<file path="src/rtl/cnn_pkg.sv">
// Shared CNN pipeline constants and the run-sequencer state type.
package cnn_pkg;

    localparam int ADDR_W    = 12;
    localparam int L1_DEPTH  = 2562;
    localparam int L2_THRESH = 2500;
    localparam int L2_TOTAL  = 1024;
    localparam int CNT2_W    = 11;
    localparam int WDOG_CYC  = 65535;

    typedef enum logic [2:0] {
        ST_IDLE     = 3'd0,
        ST_L1_RUN   = 3'd1,
        ST_OVERLAP  = 3'd2,
        ST_L2_DRAIN = 3'd3,
        ST_DONE     = 3'd4,
        ST_ERR      = 3'd5
    } seq_state_t;

endpackage

</file>
<file path="src/rtl/cnn_seq_wdog.sv">
// Sequencer watchdog: counts idle cycles while enabled, flags when WDOG_CYC is reached.
module cnn_seq_wdog #(
    parameter int WDOG_CYC = 65535
) (
    input  logic clk,
    input  logic global_rst,
    input  logic clear,
    input  logic en,
    output logic expired
);
    import cnn_pkg::*;

    localparam int CW = $clog2(WDOG_CYC + 1);

    logic [CW-1:0] cnt;

    always_ff @(posedge clk) begin
        if (global_rst || clear)
            cnt <= '0;
        else if (en && cnt != CW'(WDOG_CYC))
            cnt <= cnt + 1'b1;
    end

    assign expired = en && (cnt == CW'(WDOG_CYC));

endmodule

</file>
<file path="src/rtl/cnn_layer_sequencer.sv">
// Run-level controller for the two-layer CNN: layer starts, intermediate buffer addressing, read stall.
// Optional watchdog built when CNN_SEQ_WDOG_EN is defined.
module cnn_layer_sequencer #(
    parameter int ADDR_W    = cnn_pkg::ADDR_W,
    parameter int L1_DEPTH  = cnn_pkg::L1_DEPTH,
    parameter int L2_THRESH = cnn_pkg::L2_THRESH,
    parameter int L2_TOTAL  = cnn_pkg::L2_TOTAL,
    parameter int CNT2_W    = cnn_pkg::CNT2_W,
    parameter int WDOG_CYC  = cnn_pkg::WDOG_CYC
) (
    input  logic              clk,
    input  logic              global_rst,
    input  logic              cal_start,
    output logic              l1_start,
    input  logic              l1_valid,
    output logic              buf_wr_en,
    output logic [ADDR_W-1:0] buf_wr_addr,
    output logic              l2_start,
    input  logic              l2_rd_req,
    input  logic [ADDR_W-1:0] l2_rd_addr,
    output logic              l2_rd_stall,
    input  logic              l2_valid,
    output logic [CNT2_W-1:0] outcount2,
    output logic              end_cnn,
    output logic              busy,
    output logic              err
);
    import cnn_pkg::*;

    if (L1_DEPTH >= 2**ADDR_W) begin : g_bad_depth
        $error("L1_DEPTH must fit in ADDR_W bits without wrapping");
    end
    if (L2_TOTAL >= 2**CNT2_W) begin : g_bad_total
        $error("L2_TOTAL must fit in CNT2_W bits");
    end
    if (WDOG_CYC < 1) begin : g_bad_wdog
        $error("WDOG_CYC must be positive");
    end

    seq_state_t        state;
    logic [ADDR_W-1:0] wr_ptr;
    logic              wr_acc;
    logic              cnt_full;
    logic              l2_active;
    logic              wdog_trip;

    assign wr_acc      = l1_valid && (state == ST_L1_RUN || state == ST_OVERLAP);
    assign buf_wr_en   = wr_acc;
    assign buf_wr_addr = wr_ptr;
    // No write-through in the buffer: a same-cycle write to the read address still stalls.
    assign l2_rd_stall = l2_rd_req && (l2_rd_addr >= wr_ptr) && (state != ST_L2_DRAIN);
    assign cnt_full    = (outcount2 == CNT2_W'(L2_TOTAL));
    assign l2_active   = (state == ST_OVERLAP) || (state == ST_L2_DRAIN);
    assign busy        = (state == ST_L1_RUN) || l2_active || (state == ST_DONE);

`ifdef CNN_SEQ_WDOG_EN
    seq_state_t prev_state;

    always_ff @(posedge clk) begin
        if (global_rst) prev_state <= ST_IDLE;
        else            prev_state <= state;
    end

    cnn_seq_wdog #(.WDOG_CYC(WDOG_CYC)) u_wdog (
        .clk        (clk),
        .global_rst (global_rst),
        .clear      (l1_valid || l2_valid || (state != prev_state)),
        .en         ((state == ST_L1_RUN) || l2_active),
        .expired    (wdog_trip)
    );
`else
    assign wdog_trip = 1'b0;
`endif

    always_ff @(posedge clk) begin
        if (global_rst) begin
            state     <= ST_IDLE;
            wr_ptr    <= '0;
            outcount2 <= '0;
            l1_start  <= 1'b0;
            l2_start  <= 1'b0;
            end_cnn   <= 1'b0;
            err       <= 1'b0;
        end else begin
            l1_start <= 1'b0;
            l2_start <= 1'b0;
            end_cnn  <= 1'b0;
            if (wr_acc)
                wr_ptr <= wr_ptr + 1'b1;
            if (l2_valid && l2_active && !cnt_full)
                outcount2 <= outcount2 + 1'b1;

            if (wdog_trip) begin
                err   <= 1'b1;
                state <= ST_ERR;
            end else begin
                case (state)
                    ST_IDLE: if (cal_start) begin
                        wr_ptr    <= '0;
                        outcount2 <= '0;
                        err       <= 1'b0;
                        l1_start  <= 1'b1;
                        state     <= ST_L1_RUN;
                    end
                    ST_L1_RUN: if (wr_ptr == ADDR_W'(L2_THRESH)) begin
                        l2_start <= 1'b1;
                        state    <= ST_OVERLAP;
                    end
                    // Layer 2 finishing before layer 1 has drained means the run is corrupt.
                    ST_OVERLAP: if (cnt_full) begin
                        err   <= 1'b1;
                        state <= ST_ERR;
                    end else if (wr_acc && wr_ptr == ADDR_W'(L1_DEPTH - 1)) begin
                        state <= ST_L2_DRAIN;
                    end
                    ST_L2_DRAIN: if (l1_valid) begin
                        err   <= 1'b1;
                        state <= ST_ERR;
                    end else if (cnt_full) begin
                        end_cnn <= 1'b1;
                        state   <= ST_DONE;
                    end
                    ST_DONE: state <= ST_IDLE;
                    // The recovering cal_start is consumed here; a new run needs another request.
                    ST_ERR: if (cal_start) begin
                        err   <= 1'b0;
                        state <= ST_IDLE;
                    end
                    default: state <= ST_IDLE;
                endcase
            end
        end
    end

endmodule

</file>
<file path="config.mk">
export PLATFORM = sky130hd
export DESIGN_NAME = cnn_layer_sequencer
export DESIGN_NICKNAME = d
export VERILOG_FILES = /design/src/rtl/cnn_pkg.sv /design/src/rtl/cnn_seq_wdog.sv /design/src/rtl/cnn_layer_sequencer.sv
export SDC_FILE = /design/constraint.sdc
export NUM_CORES = 1
export LEC_CHECK = 0
export CAP_MARGIN = 20
export CORE_UTILIZATION = 52
export DETAILED_ROUTE_END_ITERATION = 6
export PLACE_DENSITY = 0.85
export REMOVE_ABC_BUFFERS = 1
export SLEW_MARGIN = 20
export SYNTH_ARGS = -nofsm -noshare
export SYNTH_HDL_FRONTEND = slang
export SYNTH_HIERARCHICAL = 1
export SYNTH_SLANG_ARGS = --single-unit
</file>
<file path="constraint.sdc">
create_clock -name clk -period 5.3 [get_ports clk]
set_clock_uncertainty 0.15 [all_clocks]
set_input_delay 0.53 -clock clk [delete_from_list [all_inputs] [get_ports clk]]
set_output_delay 0.53 -clock clk [all_outputs]
set_load 0.01 [all_outputs]
</file>
==> run_results.csv <==
group,metric,value,unit
run_status,outcome,"completed",
worst_setup_path,worstPathArrival,2.65,ns
layout,antenna_cells,0,
placed_design,gp_congestion,0.860,
synth,synth_area_leaders,"dfxtp_1 34%, ha_1 12%, xnor2_1 9.8%, nor2_1 7.4%, inv_1 4.0%",
synth,synth_edf_count,0,
synth,synth_xor_area_frac,0.118,
timing,fmax,300,MHz
grt,grt_pass1_wl,6200,µm
grt,grt_max_degree,16,
clocking,numCtsBuffers,5,
floorplanning,rows,20,
grt,antenna_found_initial,0,
grt,grt.overflow.total,0,
timing,grt_setup_unrepaired,"false",
worst_setup_path,end_kind,"output pin",
synth,synth_top_area_cell,"dfxtp_1",
timing,worstMarginPinSlew,0.870,ns
timing,finalHoldViolations,0,
pwr,peakVddDrop,0.203,mV
clocking,path_clk_slew,0.09,ns
layout,final_cell_mix,"47 x clkdlybuf4s50_1, 35 x nor2_1, 30 x dfxtp_1",
routing,vias,1607,
timing,fin_tns_setup,0,ns
timing,fin_crit,3.33,ns
routing,viasPerCell,5.23,
floorplanning,die_w,60.6,µm
grt,grt_usage,0.234,
synth,syn_area_per_cell,8.34,µm²
floorplanning,die_y,60.6,µm
placed_design,io_buffers,47,
worst_setup_path,cp_max_fo,1,
placed_design,dp_hpwl,2780,µm
synth,synth-simple-area-share,0.255,
timing,drv_slew,0,
min_path,hold_class,"reg -> reg",
routing,drt_iter0_markers,83,
synth,synth_seq_cells,30,
routing,drt-wirelength-per-cell,12.2,µm
clocking,cts_resized,0,
synth,synth_top_family_by_area,"simple AND/OR/NAND/NOR gates",
clocking,root_buffer,"clkbuf_4",
routing,first_pass_iters,4,
synth,yosys_most_used_dff,"dfxtp_1",
pwr,power.density,219,nW/µm²
synth,synth-adder-area-share,0.119,
floorplanning,dieArea,3670,µm²
clocking,postCtsSetupRepairBufs,0,
clocking,cts_max_path_buffers,2,
layout,drive_gt1_frac,0.0418,
floorplanning,coreArea,3150,µm²
clocking,hold_buffers,0,
synth,synth.distinct_cells,40,
placed_design,pre_cts_slack,1.96,ns
floorplanning,io-pin-count,48,
synth,seq_area_frac_synth,0.337,
run,maxCapViolCount,0,
synth,netlist_area,1780,µm²
synth,ys_warn_count,6,
layout,fin_nets,297,
timing,setup_viol,0,
synth,synth_compound_area_frac,0.0891,
synth,yosysTopAreaCellShare,0.337,
clocking,cts_tree,"done",
floorplanning,initial_core_util,0.566,
routing,drc,0,
clocking,clk-insertion-delay-late,0.34,ns
pwr,p_leak,0.000843,µW
synth,syn_inst,214,
clocking,cts.sinks,30,
synth,synth.area.mux_share,0.0175,
grt,grt_pass1_vias,1387,
worst_setup_path,worstSetupStartpointType,"input pin",
layout,areaGrowthSynthToFinish,31.8,%
timing,fin_ws,1.97,ns
timing,maxSlewHeadroom,0.419,
synth,async_flop_share,0,
worst_setup_path,crit_type,"in -> out",
routing,drt_wl_total,3740,µm
clocking,htreeDepth,2,
routing,drtAntennaViolNets,0,
layout,final_common_cell,"clkdlybuf4s50_1",
timing,period_share,0.629,
worst_setup_path,required,4.62,ns
-- through the flow --
stage / utilization / total power [µW] / hold WS, ns / instances / instance area [µm²]
finish: 0.746 / 515 / 0.320 / 307 / 2350
floorplan: - / 305 / 0.359 / 207 / 1740
detailed placement: 0.721 / 351 / 0.304 / 299 / 2270
CTS: 0.746 / 518 / 0.325 / 307 / 2350
global placement: 0.721 / 349 / 0.299 / 299 / 2270
global route: 0.746 / 543 / 0.356 / 307 / 2350
-- logic make-up after synthesis --
family                   count (synthesis)
buffers and inverters                   26
adder cells (fa/ha/maj)                 17
XOR/XNOR                                24
AND/OR/NAND/NOR                         92
flip-flops                              30
AO/OA/AOI/OAI                           22
multiplexers                             3
-- Yosys cell counts (3+ instances only) --
cell type / instances
nor2_1: 35
dfxtp_1: 30
xnor2_1: 20
inv_1: 19
ha_1: 17
nand2_1: 15
nand3_1: 8
nor4_1: 7
nand4_1: 6
nor3_1: 6
a21o_1: 5
and3_1: 5
a21oi_1: 4
xor2_1: 4
clkbuf_1: 3
-- critical path, cell delays in order --
cell	delay, ns
clkdlybuf4s50_1	0.45
inv_1	0.04
ha_1	0.25
nand2b_1	0.09
a21o_1	0.11
a211oi_1	0.07
o311a_1	0.34
a211oi_1	0.21
clkdlybuf4s50_1	0.57
-- flip-flops by register name, indices dropped and copies added, names as in the netlist --
| name | flops |
|---|---|
| l2_start | 1 |
| state | 3 |
| err | 1 |
| l1_start | 1 |
| buf_wr_addr | 12 |
| end_cnn | 1 |
| outcount2 | 11 |
-- final cells by class --
| cell class | count | area (µm²) |
|---|---|---|
| Timing Repair Buffer | 48 | 478 |
| Fill cell | 255 | 802 |
| Inverter | 19 | 71.3 |
| Multi-Input combinational cell | 158 | 1070 |
| Sequential cell | 30 | 601 |
| Tap cell | 44 | 55.1 |
| Clock buffer | 8 | 78.8 |
-- report_power, final --
part / internal, µW / switching (µW)
sequential: 231 / 10.0
clock: 90.5 / 79.0
combinational: 54.7 / 49.4
-- worst paths after layout --
| path | startpoint | slack (ns) | to | cells past startpoint |
|---|---|---|---|---|
| worst max-delay path | l2_rd_addr[0] | 1.97 | l2_rd_stall | 9 |
| worst min-delay path | err | 0.32 | err | 1 |
| worst max register to register | outcount2[0] | 3.10 | state[0] | 7 |
| worst min register to register | err | 0.32 | err | 1 |
-- metal layers --
| metal | wire length, µm | track usage |
|---|---|---|
| met1 | 1810 | 0.309 |
| met5 | 0 | 0 |
| met4 | 58 | 0.0812 |
| met3 | 175 | 0.0874 |
| met2 | 1690 | 0.352 |
No activity file was read; power rests on OpenSTA's default activity.
